[config.mk]
export PLATFORM = sky130hd
export DESIGN_NAME = giocatori_driver
export DESIGN_NICKNAME = d
export VERILOG_FILES = /design/src/rtl/morra_pkg.sv /design/src/rtl/lfsr8.sv /design/src/rtl/giocatori_driver.sv
export SDC_FILE = /design/constraint.sdc
export NUM_CORES = 1
export LEC_CHECK = 0
export CELL_PAD_IN_SITES_DETAIL_PLACEMENT = 0
export CELL_PAD_IN_SITES_GLOBAL_PLACEMENT = 1
export CORE_AREA = 2 2 69 71
export DETAILED_ROUTE_END_ITERATION = 7
export DIE_AREA = 0 0 71 73
export PLACE_DENSITY = 0.82
export SLEW_MARGIN = 20
export SYNTH_ARGS = -nofsm -noshare
export SYNTH_HDL_FRONTEND = slang
export SYNTH_SLANG_ARGS = --single-unit
[constraint.sdc]
create_clock -name clk -period 1.8 [get_ports clk]
set_clock_uncertainty 0.1 [all_clocks]
set_input_delay 0.18 -clock clk [delete_from_list [all_inputs] [get_ports clk]]
set_output_delay 0.18 -clock clk [all_outputs]
set_load 0.05 [all_outputs]
[src/rtl/morra_pkg.sv]
// morra_pkg: move/result codes, FSM states and move helpers shared by the player driver and the referee bench.
package morra_pkg;
    localparam logic [1:0] MOSSA_NULLA = 2'b00;
    localparam logic [1:0] MOSSA_1     = 2'b01;
    localparam logic [1:0] MOSSA_2     = 2'b10;
    localparam logic [1:0] MOSSA_3     = 2'b11;
    localparam logic [1:0] RIS_NESSUNO = 2'b00;
    localparam logic [1:0] RIS_PRIMO   = 2'b01;
    localparam logic [1:0] RIS_SECONDO = 2'b10;
    localparam logic [1:0] RIS_PARI    = 2'b11;
    localparam logic [3:0] VINCE_A     = 4'b0111;
    localparam logic [3:0] VINCE_B     = 4'b1001;
    localparam logic [3:0] VINCE_C     = 4'b1110;
    localparam logic [1:0] IDLE  = 2'd0;
    localparam logic [1:0] AVVIO = 2'd1;
    localparam logic [1:0] GIOCO = 2'd2;
    localparam logic [1:0] FINE  = 2'd3;

    function automatic logic [1:0] esito(input logic [1:0] primo, input logic [1:0] secondo);
        return (primo == secondo) ? RIS_PARI :
               ({primo, secondo} inside {VINCE_A, VINCE_B, VINCE_C}) ? RIS_PRIMO : RIS_SECONDO;
    endfunction

    // A raw 00 becomes 01; the previous winner may not repeat its winning move.
    function automatic logic [1:0] legalizza(input logic [1:0] grezza, input logic vincitore,
                                             input logic [1:0] mossa_vietata);
        logic [1:0] v;
        v = (grezza == MOSSA_NULLA) ? MOSSA_1 : grezza;
        return (vincitore && v == mossa_vietata) ? ((v == MOSSA_3) ? MOSSA_1 : v + 2'd1) : v;
    endfunction
endpackage

[src/rtl/lfsr8.sv]
// lfsr8: 8-bit Fibonacci LFSR (taps 8,6,5,4, shift left) exposing its two low bits as a raw move.
module lfsr8 #(
    parameter logic [7:0] SEED = 8'h01
) (
    input  logic       clk,
    input  logic       reset,
    input  logic       en_i,
    output logic [1:0] grezza_o
);
    logic [7:0] stato_q;

    always_ff @(posedge clk) begin
        if (reset) stato_q <= SEED;
        else if (en_i) stato_q <= {stato_q[6:0], stato_q[7] ^ stato_q[5] ^ stato_q[4] ^ stato_q[3]};
    end

    assign grezza_o = stato_q[1:0];
endmodule

[src/rtl/giocatori_driver.sv]
// giocatori_driver: generates both players' moves for the referee and cross-checks every manche outcome.
module giocatori_driver
    import morra_pkg::*;
#(
    parameter logic [7:0] SEED_PRIMO   = 8'hA5,
    parameter logic [7:0] SEED_SECONDO = 8'h3C,
    parameter logic [4:0] MAX_MANCHE   = 5'd20
) (
    input  logic       clk,
    input  logic       reset,
    input  logic       AVVIA,
    input  logic [3:0] CFG_TURNI,
    input  logic [1:0] MANCHE,
    input  logic [1:0] PARTITA,
    output logic [1:0] PRIMO,
    output logic [1:0] SECONDO,
    output logic       INIZIA,
    output logic [1:0] RISULTATO,
    output logic       FATTO,
    output logic       ERRORE,
    output logic [4:0] CONTA_MANCHE
);
    logic [1:0] stato_q, stato_d;
    logic [2:0] vietata_q, vietata_d;
    logic [1:0] atteso_q, atteso_d;
    logic       atteso_valido_q, atteso_valido_d;
    logic [1:0] ris_q, ris_d;
    logic       err_q, err_d;
    logic [4:0] conta_q, conta_d;
    logic [1:0] grezza_p, grezza_s, mossa_p, mossa_s, esito_c;
    logic       in_gioco, errato, finita, scaduto, esce;

    assign in_gioco = stato_q == GIOCO;

    lfsr8 #(.SEED(SEED_PRIMO))   u_lfsr_p (.clk(clk), .reset(reset), .en_i(in_gioco), .grezza_o(grezza_p));
    lfsr8 #(.SEED(SEED_SECONDO)) u_lfsr_s (.clk(clk), .reset(reset), .en_i(in_gioco), .grezza_o(grezza_s));

    assign mossa_p = legalizza(grezza_p, !vietata_q[2], vietata_q[1:0]);
    assign mossa_s = legalizza(grezza_s, vietata_q[2], vietata_q[1:0]);
    assign esito_c = esito(mossa_p, mossa_s);

    // The referee answers one cycle late, so checks only start once a pair has been issued.
    assign errato  = in_gioco && atteso_valido_q && MANCHE != atteso_q;
    assign finita  = in_gioco && atteso_valido_q && PARTITA != RIS_NESSUNO;
    assign scaduto = in_gioco && atteso_valido_q && PARTITA == RIS_NESSUNO && conta_q == MAX_MANCHE;
    assign esce    = errato || finita || scaduto;

    always_comb begin
        stato_d = (stato_q == IDLE || stato_q == FINE) ? (AVVIA ? AVVIO : stato_q) :
                  (stato_q == AVVIO) ? GIOCO : (esce ? FINE : GIOCO);
        vietata_d = (stato_q == AVVIO) ? 3'b000 :
                    !in_gioco ? vietata_q :
                    (esito_c == RIS_PRIMO) ? {1'b0, mossa_p} :
                    (esito_c == RIS_SECONDO) ? {1'b1, mossa_s} : 3'b000;
        atteso_d = in_gioco ? esito_c : atteso_q;
        atteso_valido_d = (stato_q == AVVIO) ? 1'b0 : (in_gioco ? 1'b1 : atteso_valido_q);
        conta_d = (stato_q == AVVIO) ? 5'd0 :
                  (in_gioco && !esce && conta_q != 5'd31) ? conta_q + 5'd1 : conta_q;
        ris_d = (in_gioco && esce) ? PARTITA : ris_q;
        err_d = (stato_d == AVVIO) ? 1'b0 : ((errato || scaduto) ? 1'b1 : err_q);
    end

    always_ff @(posedge clk) begin
        if (reset) begin
            stato_q         <= IDLE;
            vietata_q       <= 3'b000;
            atteso_q        <= RIS_NESSUNO;
            atteso_valido_q <= 1'b0;
            ris_q           <= RIS_NESSUNO;
            err_q           <= 1'b0;
            conta_q         <= 5'd0;
        end else begin
            stato_q         <= stato_d;
            vietata_q       <= vietata_d;
            atteso_q        <= atteso_d;
            atteso_valido_q <= atteso_valido_d;
            ris_q           <= ris_d;
            err_q           <= err_d;
            conta_q         <= conta_d;
        end
    end

    assign PRIMO        = in_gioco ? mossa_p : ((stato_q == AVVIO) ? CFG_TURNI[3:2] : MOSSA_NULLA);
    assign SECONDO      = in_gioco ? mossa_s : ((stato_q == AVVIO) ? CFG_TURNI[1:0] : MOSSA_NULLA);
    assign INIZIA       = stato_q == AVVIO;
    assign FATTO        = stato_q == FINE;
    assign RISULTATO    = ris_q;
    assign ERRORE       = err_q;
    assign CONTA_MANCHE = conta_q;
endmodule

* Word level (Yosys, flattened, before mapping)
Index checks and enable logic that the tools add are counted.
Word-level totals: register bits 32, input port bits 11, output and inout bits 14, word-level logic and storage cells 77
Cells by class: add/sub/neg operators 3, eq/ne operators 17, multiplexer cells 18, bitwise gates (word level) 6, reduce and logical (&&, ||, !) cells 24
Operators with widths (count):
- $mux 2 | 14
- $eq 2x2->1 const B | 5
- $logic_and 1x1->1 | 10
- $eq 4x4->1 const B | 2
- $logic_not 2->1 | 4
- $eq 2x1->1 const B | 3
- $eq 2x2->1 | 3
- $mux 3 | 2
- $xor 1x1->1 | 6
- $add 5x1->5 const B | 1
- $eq 5x5->1 const B | 1
- $ne 5x5->1 const B | 1
- $add 2x1->2 const B | 2
- $eq 4x3->1 const B | 1
- $logic_or 1x1->1 | 4
- $reduce_or 2->1 | 2
- $reduce_bool 3->1 | 1
- $logic_not 1->1 | 2
- $mux 1 | 2
- $ne 2x2->1 | 1
- $reduce_bool 2->1 | 1

* Logic depth before layout (Yosys ltp)
Gate-level depths: netlist of the first run.
depth after elaboration 12, mapped depth 8, mapped depth without buffers 7

* Hierarchy
Synthesis of the first run repeated with hierarchy kept, for this count alone.
Unflattened totals: cells, all modules 175, area total of the unflattened synthesis 1610.3 um^2
By module, submodules not included:
- giocatori_driver | instances 1, cells each 113, area an instance 960.9 um^2, seq. area each 320.3 um^2
- lfsr8 at u_lfsr_s | instances 1, cells each 31, area an instance 331.6 um^2, seq. area each 160.2 um^2
- lfsr8 at u_lfsr_p | instances 1, cells each 31, area an instance 317.8 um^2, seq. area each 160.2 um^2

* Worst setup path before layout of the first run
No wires, ideal clock.
kind reg2out, start point reg stato_q[0], end point out SECONDO[1], arrival time 1.862 ns, setup slack -0.342 ns, stages on the path, launching flop included 6, path buffers 1, cell sequence dfxtp_1 > inv_1 > ha_1 > buf_2 > inv_1 > o21ai_0
Between the ends: longest elaborated chain between the ends 3, elaborated cells between the ends (all ways) 4, those cells by class eq/ne: 2; mux: 2
RTL lines:
- from (decl) | line giocatori_driver.sv:23 | logic [1:0] stato_q, stato_d;
- from (signal assigned) | line giocatori_driver.sv:73 | stato_q <= stato_d;
- $eq 2x1->1 | line giocatori_driver.sv:84 | assign SECONDO = in_gioco ? mossa_s : ((stato_q == AVVIO) ? CFG_TURNI[1:0] : MOSSA_NULLA);
- $mux 2 | line giocatori_driver.sv:84
- $mux 2 * | line giocatori_driver.sv:84
- to (decl) | line giocatori_driver.sv:16 | output logic [1:0] SECONDO,
Mark *: on every way between the ends. The rest lies on a longest branch, timed or not.

* Final worst setup path of the first run
start point reg vietata_q[2], end point out PRIMO[0]
Between the ends: longest elaborated chain between the ends 4
RTL lines:
- from (decl) | line giocatori_driver.sv:24 | logic [2:0] vietata_q, vietata_d;
- from (signal assigned) | line giocatori_driver.sv:74 | vietata_q <= vietata_d;
- $logic_not 1->1 | line giocatori_driver.sv:38 | assign mossa_p = legalizza(grezza_p, !vietata_q[2], vietata_q[1:0]);
- $logic_and 1x1->1 | line morra_pkg.sv:29 | return (vincitore && v == mossa_vietata) ? ((v == MOSSA_3) ? MOSSA_1 : v + 2'd1) : v;
- $mux 2 | line morra_pkg.sv:29
- $mux 2 | line giocatori_driver.sv:83 | assign PRIMO = in_gioco ? mossa_p : ((stato_q == AVVIO) ? CFG_TURNI[3:2] : MOSSA_NULLA);
- to (decl) | line giocatori_driver.sv:15 | output logic [1:0] PRIMO,
Every way passes these cells.

==> flow_summary.toml, run 1 <==
[run_status]
status = "complete, but fails checks"
failed_checks = "negative setup slack"

[clock_tree]
clockBufferDepth = 2
cts_buffers = 5
cts_tree = "done"
clk_latency_ns = 0.28
clkTransAtPathRegs_ns = 0.07
clock-root-buffer = "clkbuf_8"
ctsHoldBuffers = 0
htree_num_levels = 2
cts_sinks = 32

[global_route]
grt_pass1_wl_mm = 6.037
grt_max_degree = 16
grt_use_total_pct = 14.68
grt_overflow = 0
first_global_vias = 1337
antenna_found_initial = 0

[route]
dr.pass1.iters = 4
ant_nets = 0
routedWlPerCell_microns = 12.51
vias = 1462
drc = 0
avgViaCountPerCell = 4.906
first_iter_violations = 88
drt-total-wl_mm = 3.729

[worst_setup_path]
worst_r2r_endpoint = "atteso_q[1]"
endpoint = "PRIMO[0]"
r2r_cells = 7
crit_path_start_kind = "register"
r2r_start = "vietata_q[2]"
critPathMaxStageDelay_ns = 0.39
rrSetupSlack_ns = 0.03
path_class = "register to output port"
arrival_ns = 1.61
cp_cell_sequence = "or3b_4 > a21oi_4 > nor2_2 > a22o_1 > buf_6"
startpoint = "vietata_q[2]"
critPathRequiredTime_ns = 1.52
critPathCaptureType = "output port"
slowest_stage = "or3b_4"
critPathMaxFanout = 5

[timing]
slew_viol_final = 0
fin_ws_ns = -0.09458
slew_headroom_pct = 66.57
worst_hold_slack_ns = 0.3756
period_needed_ns = 1.895
fin_crit_sh_pct = 105.3
final-setup-viol-count = 1
tns_ns = -0.09458
finalHoldViolations = 0
rsz0062_at_grt = "true"
worst_pin_slew_ns = 0.4999
max_freq_mhz = 527.8

[synth]
synth-seq-cells = 32
syn_inst = 193
synth_top_area_share_pct = 36.44
synthDistinctLibCells = 48
synth_top_area_cell = "dfxtp_1"
synth_flop_cell = "dfxtp_1"
yosysSeqAreaShare_pct = 36.44
synthTopCellsByArea = "dfxtp_1 36%, mux2i_1 7.4%, nor2_1 5.3%"
avgSynthCellArea_sq_um = 9.108
yosys_warnings = 0
synth_edf_count = 0
syn-num-nets = 210
synthArstFlopShare_pct = 0
syn_area_sq_um = 1758

[floorplan]
die_y_microns = 73
start_util_pct = 38.76
boundaryPins = 25
placementRows = 25
coreArea_sq_um = 4536
dieArea_sq_um = 5183
die_w_microns = 71

[power]
power_density_nw_per_um2 = 1457
ir_drop_mv = 0.9551
p_seq_share_pct = 30.2
p_clk_share_pct = 19.2
switchingPower_mw = 1.405
intPower_mw = 2.179
switching_share_pct = 39.21
leakagePower_nw = 0.9699
combPwrFrac_pct = 50.5

[final_layout]
area_growth_pct = 39.93
final_util_pct = 54.23
fill_cells = 400
finalNetCount = 260
drive_gt1_share_pct = 34.43
insertedDiodeCount = 0

[run]
cap_violations = 0

[placement]
dpl.hpwl_mm = 2.632
post-place-ws_ns = -0.1186
gp_congestion = 0.8686
port_buffers = 24

[min_path]
hold_class = "register to register"
## cell usage after synthesis, types with 2 or more instances
| cell | count |
|---|---|
| dfxtp_1 | 32 |
| nor2_1 | 25 |
| nand2_1 | 17 |
| mux2i_1 | 13 |
| a21oi_1 | 9 |
| nand3_1 | 8 |
| xnor2_1 | 8 |
| inv_1 | 7 |
| ha_1 | 6 |
| xor2_1 | 6 |
| a211oi_1 | 4 |
| buf_2 | 4 |
| clkbuf_1 | 4 |
| o21ai_0 | 4 |
| a22o_1 | 3 |
| nand2b_1 | 3 |
| nand3b_1 | 3 |
| or3_1 | 3 |
| a32oi_1 | 2 |
| and3_1 | 2 |
| buf_4 | 2 |
| buf_6 | 2 |
## logic make-up (layout without fill, tap and decap cells)
kind of cell    after synthesis  after routing  synth area share, %
mux                          13             13                7.402
compound gates               34             34                16.09
fa+ha+maj                     6              6                4.270
buf+inv                      20             71                5.836
simple gates                 72             72                21.14
xor+xnor                     16             16                8.826
flops                        32             32                36.44
## worst min path at each step
stage                             start                  end  slack, ns  cells after the start
floorplan                         AVVIA               ERRORE       0.25                      2
global placement    u_lfsr_p.stato_q[6]  u_lfsr_p.stato_q[7]       0.36                      2
detailed placement  u_lfsr_p.stato_q[2]  u_lfsr_p.stato_q[2]       0.36                      2
CTS                 u_lfsr_p.stato_q[2]  u_lfsr_p.stato_q[2]       0.38                      2
global route        u_lfsr_s.stato_q[2]  u_lfsr_s.stato_q[2]       0.41                      2
finish              u_lfsr_p.stato_q[2]  u_lfsr_p.stato_q[2]       0.38                      2
## layer usage
metal  part of all wire, %  global-route usage [%]
met1                    50                   19.95
met2                    46                   23.36
met3                   2.2                   3.315
met4                   1.2                   4.403
met5                     0                       0
## flip-flops by register name, indices dropped and copies added (netlist names)
| register | flops |
|---|---|
| CONTA_MANCHE | 5 |
| ERRORE | 1 |
| RISULTATO | 2 |
| atteso_q | 2 |
| atteso_valido_q | 1 |
| stato_q | 2 |
| u_lfsr_p.stato_q | 8 |
| u_lfsr_s.stato_q | 8 |
| vietata_q | 3 |
## power by group through the flow
stage          Sequential [mW]  Combinational [mW]  Clock, mW
2_1_floorplan             1.05                1.19          0
3_5_place_dp              1.08                1.59          0
4_1_cts                   1.07                1.73      0.702
5_1_grt                   1.11                1.97      0.729
3_3_place_gp              1.07                1.57          0
6_report                  1.08                1.81      0.689
## worst max-delay path, delay by kind of cell (launching register included)
kind | cells | cell delay [ns]
flip-flops | 1 | 0.37
buffers and inverters | 1 | 0.15
AND/OR/NAND/NOR | 2 | 0.45
AO/OA/AOI/OAI | 2 | 0.36
## per-stage QoR
step | area [sq um] | power (mW) | instances
2_1_floorplan | 1775 | 2.233 | 193
3_3_place_gp | 2171 | 2.649 | 279
3_5_place_dp | 2171 | 2.665 | 279
4_1_cts | 2392 | 3.506 | 294
5_1_grt | 2460 | 3.810 | 298
6_report | 2460 | 3.584 | 298
## what timing repair did
action / in CTS / in global routing
gates resized for setup: 20 / 13
setup endpoints to repair: 5 / 12
pin swaps: 9 / 7
buffers inserted: 7 / 4
## layout make-up
type | instances | area [sq um] | share of cell area [%]
tap | 54 | 67.56 | 2.747
timing repair buffer | 55 | 498.0 | 20.24
clock buffer | 5 | 68.82 | 2.798
sequential | 32 | 665.6 | 27.06
inverter | 8 | 35.03 | 1.424
clock inverter | 3 | 41.29 | 1.679
multi-input combinational | 141 | 1084 | 44.05
## placed cells by master, fill, tap and decap left out, drive strengths merged, types with 2 or more instances in the layout
cell / count
nand3: 8
mux2i: 13
a22o: 3
xor2: 7
a211oi: 4
or3: 3
ha: 6
and3: 2
nand2: 17
clkinv: 2
dfxtp: 32
a32oi: 2
or2: 2
a31oi: 2
inv: 8
xnor2: 9
nor2: 26
o211ai: 2
o21ai: 4
clkbuf: 5
clkdlybuf4s50: 18
a21oi: 9
buf: 37
nand3b: 3
nand2b: 3
Power figures use the tool's default switching activity.
==> run 2, diff against run 1 <==
GPL_TIMING_DRIVEN = 0   (was default)
==> run 2 against run 1 <==
Compared with the run above:
- the run still ends with negative setup slack left
- register-to-register slack got worse by 0.04 ns
- cell count increased by 1.3%
- setup slack improved by 0.0011 ns
- clock power decreased by 15%
- via count increased by 4.9%
- hold slack got worse by 0.23 ns
- utilization increased by 2.9 points
- die area unchanged
- largest power group unchanged
==> flow_summary.toml, run 2 (synthesized netlist as in run 1, its figures left out) <==
[route]
ant_nets = 0
drc = 0
first_iter_violations = 131
vias = 1533
routedWlPerCell_microns = 14.98
avgViaCountPerCell = 5.076
drt-total-wl_mm = 4.524
dr.pass1.iters = 4

[final_layout]
finalNetCount = 264
stdcell_count = 302
area_growth_pct = 47.33
multi_input_area_sq_um = 1186
stdcell_area_sq_um = 2590
fill_cells = 397
layout_common_cells = "24 x buf_4, 23 x nor2_1, 21 x dfxtp_1, 15 x clkdlybuf4s50_1, 14 x nand2_1"
drive_gt1_share_pct = 37.90
ff_latch_area_sq_um = 666.9
insertedDiodeCount = 0
final_common_cell = "buf_4"

[worst_setup_path]
rrSetupSlack_ns = -0.01
path_class = "register to output port"
critPathCaptureType = "output port"
critPathRequiredTime_ns = 1.52
crit_path_start_kind = "register"
arrival_ns = 1.61
critPathMaxFanout = 4

[run_status]
status = "complete, but fails checks"
failed_checks = "negative setup slack"

[placement]
gp_congestion = 0.7433
port_buffers = 23
dpl_cell_area_sq_um = 2073
dpl.hpwl_mm = 2.656
dp_cells = 270

[floorplan]
boundaryPins = 25
dieArea_sq_um = 5183
coreArea_sq_um = 4536
die_y_microns = 73
placementRows = 25
start_util_pct = 38.76
die_w_microns = 71

[timing]
slew_headroom_pct = 65.83
fin_crit_sh_pct = 105.2
period_needed_ns = 1.894
max_freq_mhz = 528.1
slew_viol_final = 0
tns_ns = -0.1930
worst_pin_slew_ns = 0.5118
fin_ws_ns = -0.09351
finalHoldViolations = 0
rsz0062_at_grt = "true"
final-setup-viol-count = 4

[power]
switching_share_pct = 42.57
ir_drop_mv = 1.006
p_seq_share_pct = 28.5
totalPowerFinal_mw = 3.707
combPwrFrac_pct = 55.7
switchingPower_mw = 1.578
leakagePower_nw = 0.9993
power_density_nw_per_um2 = 1431
intPower_mw = 2.129
p_clk_share_pct = 15.7

[clock_tree]
cts_buffers = 5
htree_num_levels = 2
ctsHoldBuffers = 0
clk_latency_ns = 0.29
cts_sinks = 32
clock-root-buffer = "clkbuf_8"
clkTransAtPathRegs_ns = 0.08
clockBufferDepth = 2
cts_tree = "done"

[run]
cap_violations = 0

[global_route]
antenna_found_initial = 0
first_global_vias = 1323
grt_overflow = 0
grt_pass1_wl_mm = 6.582
grt_use_total_pct = 16.12
grt_max_degree = 13

[min_path]
hold_class = "input port to register"
==> run 2: layout make-up <==
type	count	share of cell area [%]
Tap cell	54	2.609
Multi-Input combinational cell	141	45.80
Clock buffer	5	2.657
Inverter	8	1.691
Buffer	10	3.092
Timing Repair Buffer	49	17.54
Sequential cell	32	25.75
Clock inverter	3	0.8696
==> run 2: final timing paths <==
kind	start	endpoint	cells past startpoint
worst max register to register	vietata_q[2]	vietata_q[0]	8
worst min-delay path	reset	stato_q[0]	2
worst min register to register	u_lfsr_p.stato_q[6]	u_lfsr_p.stato_q[7]	2
worst max-delay path	vietata_q[2]	PRIMO[0]	5
==> run 2: power groups by stage <==
stage	clock network [mW]	logic [mW]	registers, mW
after floorplan	0	1.19	1.05
after global placement	0	1.55	1.02
after detailed placement	0	1.56	1.03
after CTS	0.593	1.74	1.03
after global routing	0.628	2.20	1.08
final	0.583	2.07	1.06
==> run 2: repair_timing <==
action	4_1_cts	5_1_grt
gates cloned	0	1
resized for setup	55	34
setup endpoints to repair	7	13
pin swaps	12	22
setup buffers	9	16
==> run 2: routing by layer <==
| metal | global-route usage, % | wire length, microns | share of wire [%] |
|---|---|---|---|
| met1 | 22.82 | 2067 | 46 |
| met2 | 24.30 | 2237 | 49 |
| met3 | 4.282 | 205 | 4.5 |
| met4 | 4.403 | 14 | 0.31 |
| met5 | 0 | 0 | 0 |
==> run 2: per-stage QoR <==
| step | utilization, % | hold WS [ns] | worst slack [ns] |
|---|---|---|---|
| 4_1_cts | 50.57 | 0.1478 | -0.09793 |
| 3_3_place_gp | 45.71 | 0.3619 | -0.6367 |
| 6_report | 57.10 | 0.1428 | -0.09351 |
| 5_1_grt | 57.10 | 0.1504 | -0.1598 |
| 2_1_floorplan | - | 0.2500 | 0.03506 |
| 3_5_place_dp | 45.71 | 0.3583 | -0.6553 |
==> run 2: critical path, cell delays in order (launching register included) <==
cell and delay [ns]:
dfxtp_4 0.37, or3b_4 0.39, a21oi_4 0.17, nor2_2 0.06
a22o_1 0.19, buf_6 0.15
==> run 3, diff against run 2 <==
SETUP_SLACK_MARGIN = 0.3   (was default)
SKIP_CTS_REPAIR_TIMING = 1   (was default)
==> run 3 against run 2 <==
Compared with the run above:
- the run still ends with negative setup slack left
- first-iteration DRC count fell by 30%
- cell area fell by 0.87%
- non-clock buffer count fell by 7
- cell count fell by 2.3%
- critical path type unchanged
- power rose by 4.6%
- global-route usage fell by 0.098 points
- count of clock-buffer cells in the layout rose by 1
- via count fell by 0.91%
==> flow_summary.toml, run 3 (synthesized netlist as in run 1, its figures left out) <==
[worst_setup_path]
critPathRequiredTime_ns = 1.52
critPathCaptureType = "output port"
endpoint = "PRIMO[0]"
path_buf_inv = 2
arrival_ns = 1.73
rrSetupSlack_ns = 0.06
worst_r2r_endpoint = "stato_q[0]"
slowest_stage = "or3b_4"
path_class = "register to output port"
startpoint = "u_lfsr_p.stato_q[1]"
cp_cell_sequence = "buf_6 > or3b_4 > a21oi_4 > nor2_4 > a22o_4 > buf_8"
crit_path_start_kind = "register"
critPathMaxFanout = 9
critPathMaxStageDelay_ns = 0.40
r2r_cells = 7
cp_top_family = "simple AND/OR/NAND/NOR gates"
r2r_start = "CONTA_MANCHE[0]"
cp.depth = 6

[final_layout]
stdcell_count = 295
insertedDiodeCount = 0
fill_cells = 406
layout_common_cells = "22 x dfxtp_1, 21 x nor2_1, 14 x nand2_1, 13 x buf_4, 13 x mux2i_1"
area_growth_pct = 46.05
multi_input_area_sq_um = 1144
ff_latch_area_sq_um = 663.1
final_common_cell = "dfxtp_1"
finalNetCount = 257
drive_gt1_share_pct = 36.10

[clock_tree]
clock-root-buffer = "clkbuf_8"
clkTransAtPathRegs_ns = 0.07
clk_latency_ns = 0.29
cts_sinks = 32
cts_buffers = 5
htree_num_levels = 2
cts_tree = "done"
clockBufferDepth = 2

[route]
ant_nets = 0
first_iter_violations = 92
drc = 0
vias = 1519
dr.pass1.iters = 4
drt-total-wl_mm = 4.171
avgViaCountPerCell = 5.149
routedWlPerCell_microns = 14.14

[run]
cap_violations = 0

[timing]
period_needed_ns = 2.009
tns_ns = -0.3194
final-setup-viol-count = 4
worst_pin_slew_ns = 0.5083
slew_headroom_pct = 66.06
finalHoldViolations = 0
max_freq_mhz = 497.7
fin_ws_ns = -0.2091
rsz0062_at_grt = "true"
fin_crit_sh_pct = 111.6
slew_viol_final = 0

[min_path]
hold_class = "input port to register"

[power]
totalPowerFinal_mw = 3.878
switching_share_pct = 39.13
power_density_nw_per_um2 = 1510
p_clk_share_pct = 17.8
leakagePower_nw = 1.123
intPower_mw = 2.360
p_seq_share_pct = 26.8
combPwrFrac_pct = 55.4
switchingPower_mw = 1.517
ir_drop_mv = 0.7443

[global_route]
antenna_found_initial = 0
grt_use_total_pct = 16.03
grt_pass1_wl_mm = 6.417
grt_max_degree = 11
grt_overflow = 0
first_global_vias = 1326

[placement]
port_buffers = 23
dp_cells = 270
gp_congestion = 0.7406
dpl.hpwl_mm = 2.671

[floorplan]
start_util_pct = 38.76
dieArea_sq_um = 5183
die_y_microns = 73
die_w_microns = 71
coreArea_sq_um = 4536
boundaryPins = 25
placementRows = 25

[run_status]
status = "complete, but fails checks"
failed_checks = "negative setup slack"
[run 3: cell count changes in the layout (fill, tap and decap cells not counted), moves of 4 or more]
cell,before,now
clkdlybuf4s50_1,15,9
ha_4,5,1
buf_4,24,13
dlymetal6s2s_1,1,8
inv_4,5,1
[run 3: power by group through the flow]
stage	sequential [mW]	clock, mW	combinational [mW]
finish	1.04	0.689	2.15
global route	1.07	0.724	2.32
CTS	1.02	0.705	1.64
detailed placement	1.03	0	1.63
global placement	1.03	0	1.63
floorplan	1.05	0	1.26
[run 3: area by class of cell]
class / count / area share (%)
clock inverters: 2 / 1.365
inverters: 8 / 1.413
multi-input cells: 141 / 44.54
repair buffers: 40 / 17.01
well taps: 54 / 2.632
flip-flops and latches: 32 / 25.83
plain buffers: 12 / 4.386
clock buffers: 6 / 2.827
[run 3: worst min-delay path by stage]
stage,startpoint,endpoint,slack [ns],cells past startpoint
after global routing,reset,stato_q[0],0.15,2
after detailed placement,u_lfsr_p.stato_q[6],u_lfsr_p.stato_q[7],0.36,2
after floorplan,AVVIA,ERRORE,0.25,2
after global placement,u_lfsr_p.stato_q[6],u_lfsr_p.stato_q[7],0.36,2
final,reset,stato_q[0],0.13,2
after CTS,reset,stato_q[0],0.15,2
[run 3: layer usage]
| metal | share of wire [%] | up-vias | GRT usage (%) |
|---|---|---|---|
| li1 | - | 770 | - |
| met1 | 45 | 721 | 21.62 |
| met2 | 50 | 21 | 24.20 |
| met3 | 3.4 | 7 | 4.696 |
| met4 | 1.5 | 0 | 6.289 |
| met5 | 0 | - | 0 |
[run 3: stage by stage]
step / hold slack (ns) / setup slack, ns / util [%] / instance area [sq um]
2_1_floorplan: 0.2500 / 0.1010 / - / 1813
3_3_place_gp: 0.3559 / -0.5148 / 46.54 / 2111
3_5_place_dp: 0.3601 / -0.5200 / 46.54 / 2111
4_1_cts: 0.1515 / -0.8449 / 48.91 / 2218
5_1_grt: 0.1544 / -0.2692 / 56.61 / 2567
6_report: 0.1346 / -0.2091 / 56.61 / 2567
